===== src/rtl/vga_wport_arbiter_pkg.sv =====
// vga_wport_arbiter_pkg: shared VGA buffer map constants and write-port grant encodings
package vga_wport_arbiter_pkg;
  localparam logic [15:0] VGA_BUF1_START = 16'h0000;
  localparam logic [15:0] VGA_BUF2_START = 16'h1000;
  localparam logic [15:0] SCREEN_BUF_START = 16'h2000;
  localparam int FONT_COLOR_W = 8;
  typedef enum logic [1:0] {GNT_IDLE = 2'd0, GNT_REN = 2'd1, GNT_CPU = 2'd2} gnt_t;
endpackage


===== src/rtl/vga_wport_arbiter_if.sv =====
// vga_wport_arbiter_if: renderer/CPU write requests in, RAM write port, stall, occupancy and starvation out
interface vga_wport_arbiter_if #(
  parameter int ADDR_W = 16,
  parameter int DATA_W = 16,
  parameter int DEPTH = 4
);
  logic ren_we;
  logic [ADDR_W-1:0] ren_waddr;
  logic [DATA_W-1:0] ren_wdata;
  logic cpu_we;
  logic [ADDR_W-1:0] cpu_waddr;
  logic [DATA_W-1:0] cpu_wdata;
  logic cpu_stall;
  logic mem_we;
  logic [ADDR_W-1:0] mem_waddr;
  logic [DATA_W-1:0] mem_wdata;
  logic [$clog2(DEPTH+1)-1:0] fifo_cnt;
  logic starved;
  modport slave (
    input ren_we, ren_waddr, ren_wdata, cpu_we, cpu_waddr, cpu_wdata,
    output cpu_stall, mem_we, mem_waddr, mem_wdata, fifo_cnt, starved
  );
  modport master (
    output ren_we, ren_waddr, ren_wdata, cpu_we, cpu_waddr, cpu_wdata,
    input cpu_stall, mem_we, mem_waddr, mem_wdata, fifo_cnt, starved
  );
endinterface


===== src/rtl/vga_wport_arbiter_wr_fifo.sv =====
// vga_wr_fifo: synchronous FIFO (clk50mhz, rst, push/din, pop, head shown combinationally, cnt occupancy)
module vga_wr_fifo #(
  parameter int W = 32,
  parameter int DEPTH = 4,
  parameter int CW = $clog2(DEPTH+1)
) (
  input  logic clk50mhz,
  input  logic rst,
  input  logic push,
  input  logic [W-1:0] din,
  input  logic pop,
  output logic [W-1:0] head,
  output logic [CW-1:0] cnt
);
  localparam int PW = $clog2(DEPTH);
  logic [W-1:0] mem [DEPTH];
  logic [PW-1:0] rptr, wptr;
  assign head = mem[rptr];
  always_ff @(posedge clk50mhz)
    if (push) mem[wptr] <= din;
  always_ff @(posedge clk50mhz) begin
    if (rst) begin
      rptr <= '0;
      wptr <= '0;
      cnt <= '0;
    end else begin
      wptr <= wptr + PW'(push);
      rptr <= rptr + PW'(pop);
      cnt <= cnt + CW'(push) - CW'(pop);
    end
  end
endmodule


===== src/rtl/vga_wport_arbiter.sv =====
// vga_wport_arbiter: renderer-priority arbiter for the VGA RAM write port (clk50mhz, rst, bus: requests in, RAM write/stall/status out)
module vga_wport_arbiter
  import vga_wport_arbiter_pkg::*;
#(
  parameter int ADDR_W = 16,
  parameter int DATA_W = 16,
  parameter int DEPTH = 4,
  parameter int STARVE_LIMIT = 1024
) (
  input logic clk50mhz,
  input logic rst,
  vga_wport_arbiter_if.slave bus
);
  localparam int CW = $clog2(DEPTH+1);
  localparam int WW = $clog2(STARVE_LIMIT+1);
  gnt_t state, gnt;
  logic push, pop;
  logic [ADDR_W+DATA_W-1:0] head;
  logic [WW-1:0] wait_cnt, wait_nxt;
  assign bus.cpu_stall = bus.fifo_cnt == CW'(DEPTH);
  assign push = bus.cpu_we & ~bus.cpu_stall;
  assign pop = gnt == GNT_CPU;
  // state holds the grant taken last cycle, so a write is presented exactly while it is non-idle
  assign bus.mem_we = state != GNT_IDLE;
  vga_wr_fifo #(.W(ADDR_W+DATA_W), .DEPTH(DEPTH)) u_fifo (
    .clk50mhz(clk50mhz),
    .rst(rst),
    .push(push),
    .din({bus.cpu_waddr, bus.cpu_wdata}),
    .pop(pop),
    .head(head),
    .cnt(bus.fifo_cnt)
  );
  always_comb begin
    gnt = bus.ren_we ? GNT_REN : (bus.fifo_cnt != '0 ? GNT_CPU : GNT_IDLE);
    wait_nxt = (gnt == GNT_REN && bus.fifo_cnt != '0)
             ? (wait_cnt == WW'(STARVE_LIMIT) ? wait_cnt : wait_cnt + 1'b1) : '0;
  end
  always_ff @(posedge clk50mhz) begin
    if (rst) begin
      state <= GNT_IDLE;
      bus.mem_waddr <= '0;
      bus.mem_wdata <= '0;
      wait_cnt <= '0;
      bus.starved <= 1'b0;
    end else begin
      state <= gnt;
      if (gnt != GNT_IDLE)
        {bus.mem_waddr, bus.mem_wdata} <= gnt == GNT_REN ? {bus.ren_waddr, bus.ren_wdata} : head;
      wait_cnt <= wait_nxt;
      bus.starved <= bus.starved | (wait_nxt == WW'(STARVE_LIMIT));
    end
  end
endmodule

===== src/flat_wrapper.sv =====
// flat-port wrapper written by rule: the top's interface ports become plain ports
module vga_wport_arbiter_flat import vga_wport_arbiter_pkg::*;
#(
  parameter int ADDR_W = 16,
  parameter int DATA_W = 16,
  parameter int DEPTH = 4,
  parameter int STARVE_LIMIT = 1024
)
  (clk50mhz, rst, bus_ren_we, bus_ren_waddr, bus_ren_wdata, bus_cpu_we, bus_cpu_waddr, bus_cpu_wdata, bus_cpu_stall, bus_mem_we, bus_mem_waddr, bus_mem_wdata, bus_fifo_cnt, bus_starved);
  vga_wport_arbiter_if #(.ADDR_W(ADDR_W), .DATA_W(DATA_W), .DEPTH(DEPTH)) bus_i ();
  input logic clk50mhz;
  input logic rst;
  input wire logic [$bits(bus_i.ren_we)-1:0] bus_ren_we;
  input wire logic [$bits(bus_i.ren_waddr)-1:0] bus_ren_waddr;
  input wire logic [$bits(bus_i.ren_wdata)-1:0] bus_ren_wdata;
  input wire logic [$bits(bus_i.cpu_we)-1:0] bus_cpu_we;
  input wire logic [$bits(bus_i.cpu_waddr)-1:0] bus_cpu_waddr;
  input wire logic [$bits(bus_i.cpu_wdata)-1:0] bus_cpu_wdata;
  output wire logic [$bits(bus_i.cpu_stall)-1:0] bus_cpu_stall;
  output wire logic [$bits(bus_i.mem_we)-1:0] bus_mem_we;
  output wire logic [$bits(bus_i.mem_waddr)-1:0] bus_mem_waddr;
  output wire logic [$bits(bus_i.mem_wdata)-1:0] bus_mem_wdata;
  output wire logic [$bits(bus_i.fifo_cnt)-1:0] bus_fifo_cnt;
  output wire logic [$bits(bus_i.starved)-1:0] bus_starved;
  assign bus_i.ren_we = bus_ren_we;
  assign bus_i.ren_waddr = bus_ren_waddr;
  assign bus_i.ren_wdata = bus_ren_wdata;
  assign bus_i.cpu_we = bus_cpu_we;
  assign bus_i.cpu_waddr = bus_cpu_waddr;
  assign bus_i.cpu_wdata = bus_cpu_wdata;
  assign bus_cpu_stall = bus_i.cpu_stall;
  assign bus_mem_we = bus_i.mem_we;
  assign bus_mem_waddr = bus_i.mem_waddr;
  assign bus_mem_wdata = bus_i.mem_wdata;
  assign bus_fifo_cnt = bus_i.fifo_cnt;
  assign bus_starved = bus_i.starved;
  vga_wport_arbiter #(.ADDR_W(ADDR_W), .DATA_W(DATA_W), .DEPTH(DEPTH), .STARVE_LIMIT(STARVE_LIMIT)) u_core (.clk50mhz(clk50mhz), .rst(rst), .bus(bus_i));
endmodule

===== config.mk =====
export PLATFORM = sky130hd
export DESIGN_NAME = vga_wport_arbiter_flat
export DESIGN_NICKNAME = d
export VERILOG_FILES = /design/src/rtl/vga_wport_arbiter_pkg.sv /design/src/rtl/vga_wport_arbiter_if.sv /design/src/rtl/vga_wport_arbiter_wr_fifo.sv /design/src/rtl/vga_wport_arbiter.sv /design/src/flat_wrapper.sv
export SDC_FILE = /design/constraint.sdc
export NUM_CORES = 1
export LEC_CHECK = 0
export BUFFER_PORTS_ARGS = -buffer_cell sky130_fd_sc_hd__buf_2
export CORE_MARGIN = 2
export CORE_UTILIZATION = 42
export DETAILED_ROUTE_END_ITERATION = 8
export PLACE_DENSITY_LB_ADDON = 0.1
export SLEW_MARGIN = 20
export SYNTH_ARGS = -nofsm -noshare
export SYNTH_HDL_FRONTEND = slang
export SYNTH_SLANG_ARGS = --single-unit

===== constraint.sdc =====
create_clock -name clk50mhz -period 4.06 [get_ports clk50mhz]
set_input_delay 0.406 -clock clk50mhz [delete_from_list [all_inputs] [get_ports clk50mhz]]
set_output_delay 0.406 -clock clk50mhz [all_outputs]
set_load 0.03 [all_outputs]

# After elaboration in Yosys (flattened, before gate mapping)
# Memories as Yosys holds them, arrays and structs flattened. A register that Yosys moved wholly into a read port is not among the register bits.
# Cells that the tools add are included.
# Widths: inputs -> output; s select.
[op_classes]
n_addsub = 5
mul = 0
div = 0
order_cmp = 0
eq_ne = 5
shifts = 0
mux = 8
bitwise_logic = 3
reduce_logical = 4
[op_table]
columns = ["op", "count"]
rows = [
  ["$mux 32", 1],
  ["$eq 11x11->1 const B", 2],
  ["$mux 11", 2],
  ["$add 11x1->11 const B", 1],
  ["$mux 2", 3],
  ["$add 2x1->2", 2],
  ["$reduce_bool 2->1", 2],
  ["$add 3x1->3", 1],
  ["$eq 3x3->1 const B", 1],
  ["$reduce_bool 3->1", 1],
  ["$sub 3x1->3", 1],
  ["$eq 2x1->1 const B", 1],
  ["$eq 2x2->1 const B", 1],
  ["$mux 1", 2],
  ["$and 1x1->1", 1],
  ["$logic_and 1x1->1", 1],
  ["$not 1->1", 1],
  ["$or 1x1->1", 1],
]
[word_totals]
regBits = 53
latch_bits = 0
ramBits = 128
romBits = 0
in_bits = 68
out_inout_bits = 38
wordCells = 34
mem_count = 1
[memory_table]
columns = ["name", "words", "word_bits", "rd", "rd_clocked_by_memory_dff", "write_ports", "line_no", "source"]
rows = [
  ["u_core.u_fifo.mem", 4, 32, 1, 1, 1, "vga_wport_arbiter_wr_fifo.sv:16", "logic [W-1:0] mem [DEPTH];"],
]

# Logic depth before layout (Yosys ltp)
[logic_depth]
word_depth = 8
mapped_depth = 11
depth_no_buf = 9

# Hierarchy
# Synthesis repeated with hierarchy kept, for this count alone.
[hier_totals]
hier_cells = 502
area_unflattened_um2 = 7168.1
[modules_own_cells]
columns = ["mod", "n_inst", "cells_each", "area_per_inst_um2"]
rows = [
  ["vga_wr_fifo", 1, 198, 4989.8],
  ["vga_wport_arbiter", 1, 304, 2178.3],
]

# Worst setup path before layout
# OpenSTA, ideal clock, no wires.
[synth_path]
path_kind = "flip-flop to flip-flop"
from = "register u_core.u_fifo.cnt[1]"
to = "memory u_core.u_fifo.mem[2][0] (enable)"
setup_time_ns = 0.468
t_arrival_ns = 3.455
slack_ns = 0.137
stages_incl_launch_ff = 4
path_buffers = 0
synth_period_minus_slack_ns = 3.923
cell_sequence = "dfxtp_1 -> nor3b_1 -> nand2b_1 -> nor3b_1"
[synth_via]
elab_chain_cells = 5
[synth_rtl]
columns = ["element", "line_no", "source"]
rows = [
  ["from (decl)", "vga_wport_arbiter_wr_fifo.sv:13", "output logic [CW-1:0] cnt"],
  ["from (signal assigned)", "vga_wport_arbiter_wr_fifo.sv:29", "cnt <= cnt + CW'(push) - CW'(pop);"],
  ["$eq 3x3->1", "vga_wport_arbiter.sv:20", "assign bus.cpu_stall = bus.fifo_cnt == CW'(DEPTH);"],
  ["named net bus_cpu_stall", "flat_wrapper.sv:19", "output wire logic [$bits(bus_i.cpu_stall)-1:0] bus_cpu_stall;"],
  ["$not 1->1", "vga_wport_arbiter.sv:21", "assign push = bus.cpu_we & ~bus.cpu_stall;"],
  ["$and 1x1->1", "vga_wport_arbiter.sv:21", ""],
  ["$mux 1", "vga_wport_arbiter_wr_fifo.sv:20", "if (push) mem[wptr] <= din;"],
  ["$mux 1 (implied by the code)", "vga_wport_arbiter_wr_fifo.sv:20", ""],
  ["to (decl)", "vga_wport_arbiter_wr_fifo.sv:16", ""],
]
# The timed path passes the listed nets, and every way through them passes these cells.

# Worst setup path after layout
[layout_path]
from = "register u_core.u_fifo.cnt[2]"
to = "register u_core.u_fifo.cnt[2]"
[layout_via]
elab_chain_cells = 5
[layout_rtl]
columns = ["element", "line_no"]
rows = [
  ["$eq 3x3->1 / $reduce_bool 3->1 (equally long branches)", "vga_wport_arbiter.sv:20, vga_wport_arbiter.sv:35"],
  ["$not 1->1 / $mux 2 (equally long branches)", "vga_wport_arbiter.sv:21, vga_wport_arbiter.sv:35"],
  ["$and 1x1->1 / $mux 2 (equally long branches)", "vga_wport_arbiter.sv:21, vga_wport_arbiter.sv:35"],
  ["$add 3x1->3 / $eq 2x2->1 (equally long branches)", "vga_wport_arbiter_wr_fifo.sv:29, vga_wport_arbiter.sv:22"],
  ["$sub 3x1->3 (*)", "vga_wport_arbiter_wr_fifo.sv:29"],
]
# Every way passes the cells marked *; elsewhere a longest branch is shown, timed or not.
# A chain may end at the register's enable or synchronous reset.

==> results by group <==
STA
  – Slew HR: 36.30%
  – Clock Skews: 0.007196 ns
  – Worst slew pin tran: 0.9554 ns
  – Crit path time final: 2.254 ns
  – Setup TNS: 0 ns
  – Max-slew violations: 0
  – Final setup vio count: 0
  – Unrepaired setup endpoints after global routing: false
  – Final Hold Vio Count: 0
  – Period Utilization, post-route: 55.51%
  – FMAX: 0.4437 GHz

Critical path
  – CP max FO: 4
  – Largest delay share family, worst path: adder cells
  – Sum of buffers and inverters on the critical path: 1
  – Startpoint types: flip-flop
  – Crit path DAT: 2.54 ns
  – Worst path slowest cell: dfxtp_1
  – Worst EP required: 4.34 ns
  – CP endpoint kind: flip-flop
  – Register-to-register setup slack: 1.81 ns
  – Slowest stage delay, CP: 0.44 ns
  – Setup CP Type: flip-flop to flip-flop
  – Crit path cell chain: nor3b_1 > nand2b_1 > ha_1 > inv_1 > ha_1 > fa_1 > xnor2_1 > xnor2_1 > nor2_1

Clock tree
  – Deepest clock path buffer count: 2
  – CTS H-tree depth: 4
  – Root buf cell: clkbuf_16
  – Postcts setup bufs: 0
  – Inserted Clock Buffers: 17
  – CTS tree: built
  – Hold Buf Count CTS: 0
  – Clock sinks: 181
  – Worst skew pair latency: 0.42 ns
  – Post-CTS resize count: 0
  – CTS clk-pin slew, worst paths: 0.07 ns

Floorplan
  – Starting density of the core: 42.87%
  – Die area: 17920 um2
  – Die Height: 133.9 um
  – Die X: 133.9 um
  – I/O pin total: 106
  – Cell Rows: 47
  – Core ar.: 16520 um2

Power
  – Logic pwr share: 24.7%
  – Clock power frac: 30.0%
  – Peak supply drop: 0.3251 mV
  – Psw: 1.484 mW
  – Flop pwr share: 45.3%
  – P_leak: 3.144 nW
  – Switching part of the total: 28.55%
  – Power Density: 617.3 nW/um2
  – Total power: 5.197 mW
  – Cell-internal power: 3.713 mW

Route
  – Drc violations: 0
  – Top Metal Used: met4
  – Vias after detailed routing: 4010
  – M1 WL: 6457 um
  – Total Wirelength: 13940 um
  – Router iterations before antenna repair: 4
  – Vias/cell: 5.025
  – Metal3 WL: 739 um
  – Met2 wire len: 6569 um
  – Initial drt markers: 291
  – Wire per inst: 17.47 um
  – Post-DRT Antenna Nets: 0

Finish
  – Fin cells: 798
  – Finished Cell Area: 8419 um2
  – # nets final: 639
  – P&R area growth vs syn: 18.84%
  – Util after Layout: 50.95%
  – Share of cells above drive strength 1: 31.72%

Yosys
  – Synth Area per Inst: 15.43 um2
  – Synth Area in Adders: 1.342%
  – Complex-gate fraction of the synthesized area: 2.738%
  – Gate Count Post-Synth: 459
  – Mapped Nets: 534
  – Mapped cell area: 7084 um2
  – Post-Synth XOR/XNOR Area: 1.607%
  – Combinational family with the most area after synthesis: multiplexers
  – Yosys reg bits: 181
  – Mux share of post-synthesis cell area: 14.69%
  – Yosys cell types: 32
  – Syn. warnings: 0
  – Synth Area in Simple Gates: 8.001%
  – Sequential share of the synthesized area: 69.23%

Global route
  – Initial antenna violation count: 1
  – Largest net degree at the start of global routing: 43
  – GRT Total Usage: 16.63%
  – First-pass GRT wire length: 22270 um
  – Vias in the first global route: 4031
  – Overflow after GRT: 0

Status
  – Status: finished clean

Place
  – Placer Congestion: 0.7184
  – Port Buffer Count: 105
  – DP Cell Count: 765
  – Hpwl dp: 8654 um
  – Placed cell area: 7858 um2

Worst hold path
  – Min-delay worst type: input port to flip-flop

Run
  – Total of max-cap violations: 0
flip-flops by register name (all words and copies together), names as in the netlist:
register	flops
u_core.u_fifo.mem	128
u_core.bus.mem_waddr	16
u_core.bus.mem_wdata	16
u_core.wait_cnt	11
u_core.u_fifo.cnt	3
u_core.state	2
u_core.u_fifo.rptr	2
u_core.u_fifo.wptr	2
u_core.bus.starved	1
worst paths after layout:
kind | cells after the start | from | end
worst min register to register | 1 | u_core.bus.starved | u_core.bus.starved
worst min-delay path | 1 | bus_cpu_waddr[3] | u_core.u_fifo.mem[3][19]
worst max-delay path | 9 | u_core.u_fifo.cnt[2] | u_core.u_fifo.cnt[2]
worst max register to register | 9 | u_core.u_fifo.cnt[2] | u_core.u_fifo.cnt[2]
kinds of logic after synthesis:
group | after synthesis
flops | 181
simple gates | 123
mux | 64
compound gates | 37
buf+inv | 34
xor+xnor | 13
fa+ha+maj | 7
worst register-to-register path, cell delays in order (launching register included):
cell	delay, ns
dfxtp_1	0.44
nor3b_1	0.25
nand2b_1	0.29
ha_1	0.17
inv_1	0.04
ha_1	0.19
fa_1	0.38
xnor2_1	0.18
xnor2_1	0.14
nor2_1	0.05
stage by stage:
| stage | hold WS [ns] | worst slack, ns |
|---|---|---|
| final | 0.2030 | 1.806 |
| after global routing | 0.1852 | 1.530 |
| after floorplan | 0.5049 | 0.1370 |
| after detailed placement | 0.4740 | 1.642 |
| after CTS | 0.1806 | 1.735 |
| after global placement | 0.4640 | 1.710 |
per-layer routing:
layer | global-route usage [%] | vias to the layer above
li1 | - | 1925
met1 | 23.32 | 1984
met2 | 25.36 | 88
met3 | 4.233 | 13
met4 | 5.910 | 0
met5 | 0 | -
placed cells by master, fill, tap and decap left out, types with 2 or more instances in the layout:
cell type	n
clkbuf_1	2
ha_1	6
nor3b_1	2
nand2_1	5
clkbuf_16	17
nor3_2	3
nor2b_1	9
or3_1	2
dfxtp_2	2
clkinv_2	6
xnor2_1	7
dfxtp_1	51
nor3_1	6
bufinv_16	2
edfxtp_1	128
nand2b_1	2
xor2_1	6
a21oi_1	35
mux4_2	32
nand3_1	7
inv_1	8
buf_4	5
mux2i_1	32
nor2_1	78
clkinv_1	2
clkinvlp_4	2
buf_2	105
Yosys cell counts:
cell type,instances,share of area [%]
or3_1,2,0.18
dfxtp_1,53,15
nor4b_1,1,0.12
nand2b_1,2,0.18
nor2_1,79,4.2
nor3b_1,3,0.32
nand4_1,1,0.088
nor3_2,1,0.14
xnor2_1,7,0.87
buf_2,9,0.64
buf_1,1,0.053
or2_2,1,0.088
nor2b_1,9,0.79
nor3_1,8,0.57
fa_1,1,0.28
xor2_1,6,0.74
nand2_1,5,0.26
buf_6,4,0.64
nor4b_2,1,0.21
ha_1,6,1.1
nand3_1,7,0.49
clkbuf_1,12,0.64
mux4_2,32,10
o41ai_1,1,0.12
or2b_1,1,0.11
edfxtp_1,128,54
mux2i_1,32,4.5
nand4_2,1,0.18
and3_1,1,0.088
a21oi_1,35,2.5
a32o_1,1,0.14
inv_1,8,0.42
power by group through the flow:
stage / Combinational [mW] / Clock (mW) / Sequential (mW)
after floorplan: 0.910 / 0 / 2.46
after global placement: 1.28 / 0 / 2.39
after detailed placement: 1.31 / 0 / 2.40
after CTS: 1.31 / 1.60 / 2.36
after global routing: 1.41 / 1.68 / 2.39
final: 1.28 / 1.56 / 2.36
final cells by class:
cell class | count | area [um2]
clock buffer | 20 | 446.7
inverter | 8 | 30.03
antenna | 1 | 2.502
multi-input combinational | 244 | 2034
fill | 1419 | 8105
tap | 220 | 275.3
timing repair buffer | 112 | 610.6
sequential | 181 | 4907
clock inverter | 12 | 112.6
(Power assumes the default switching activity.)
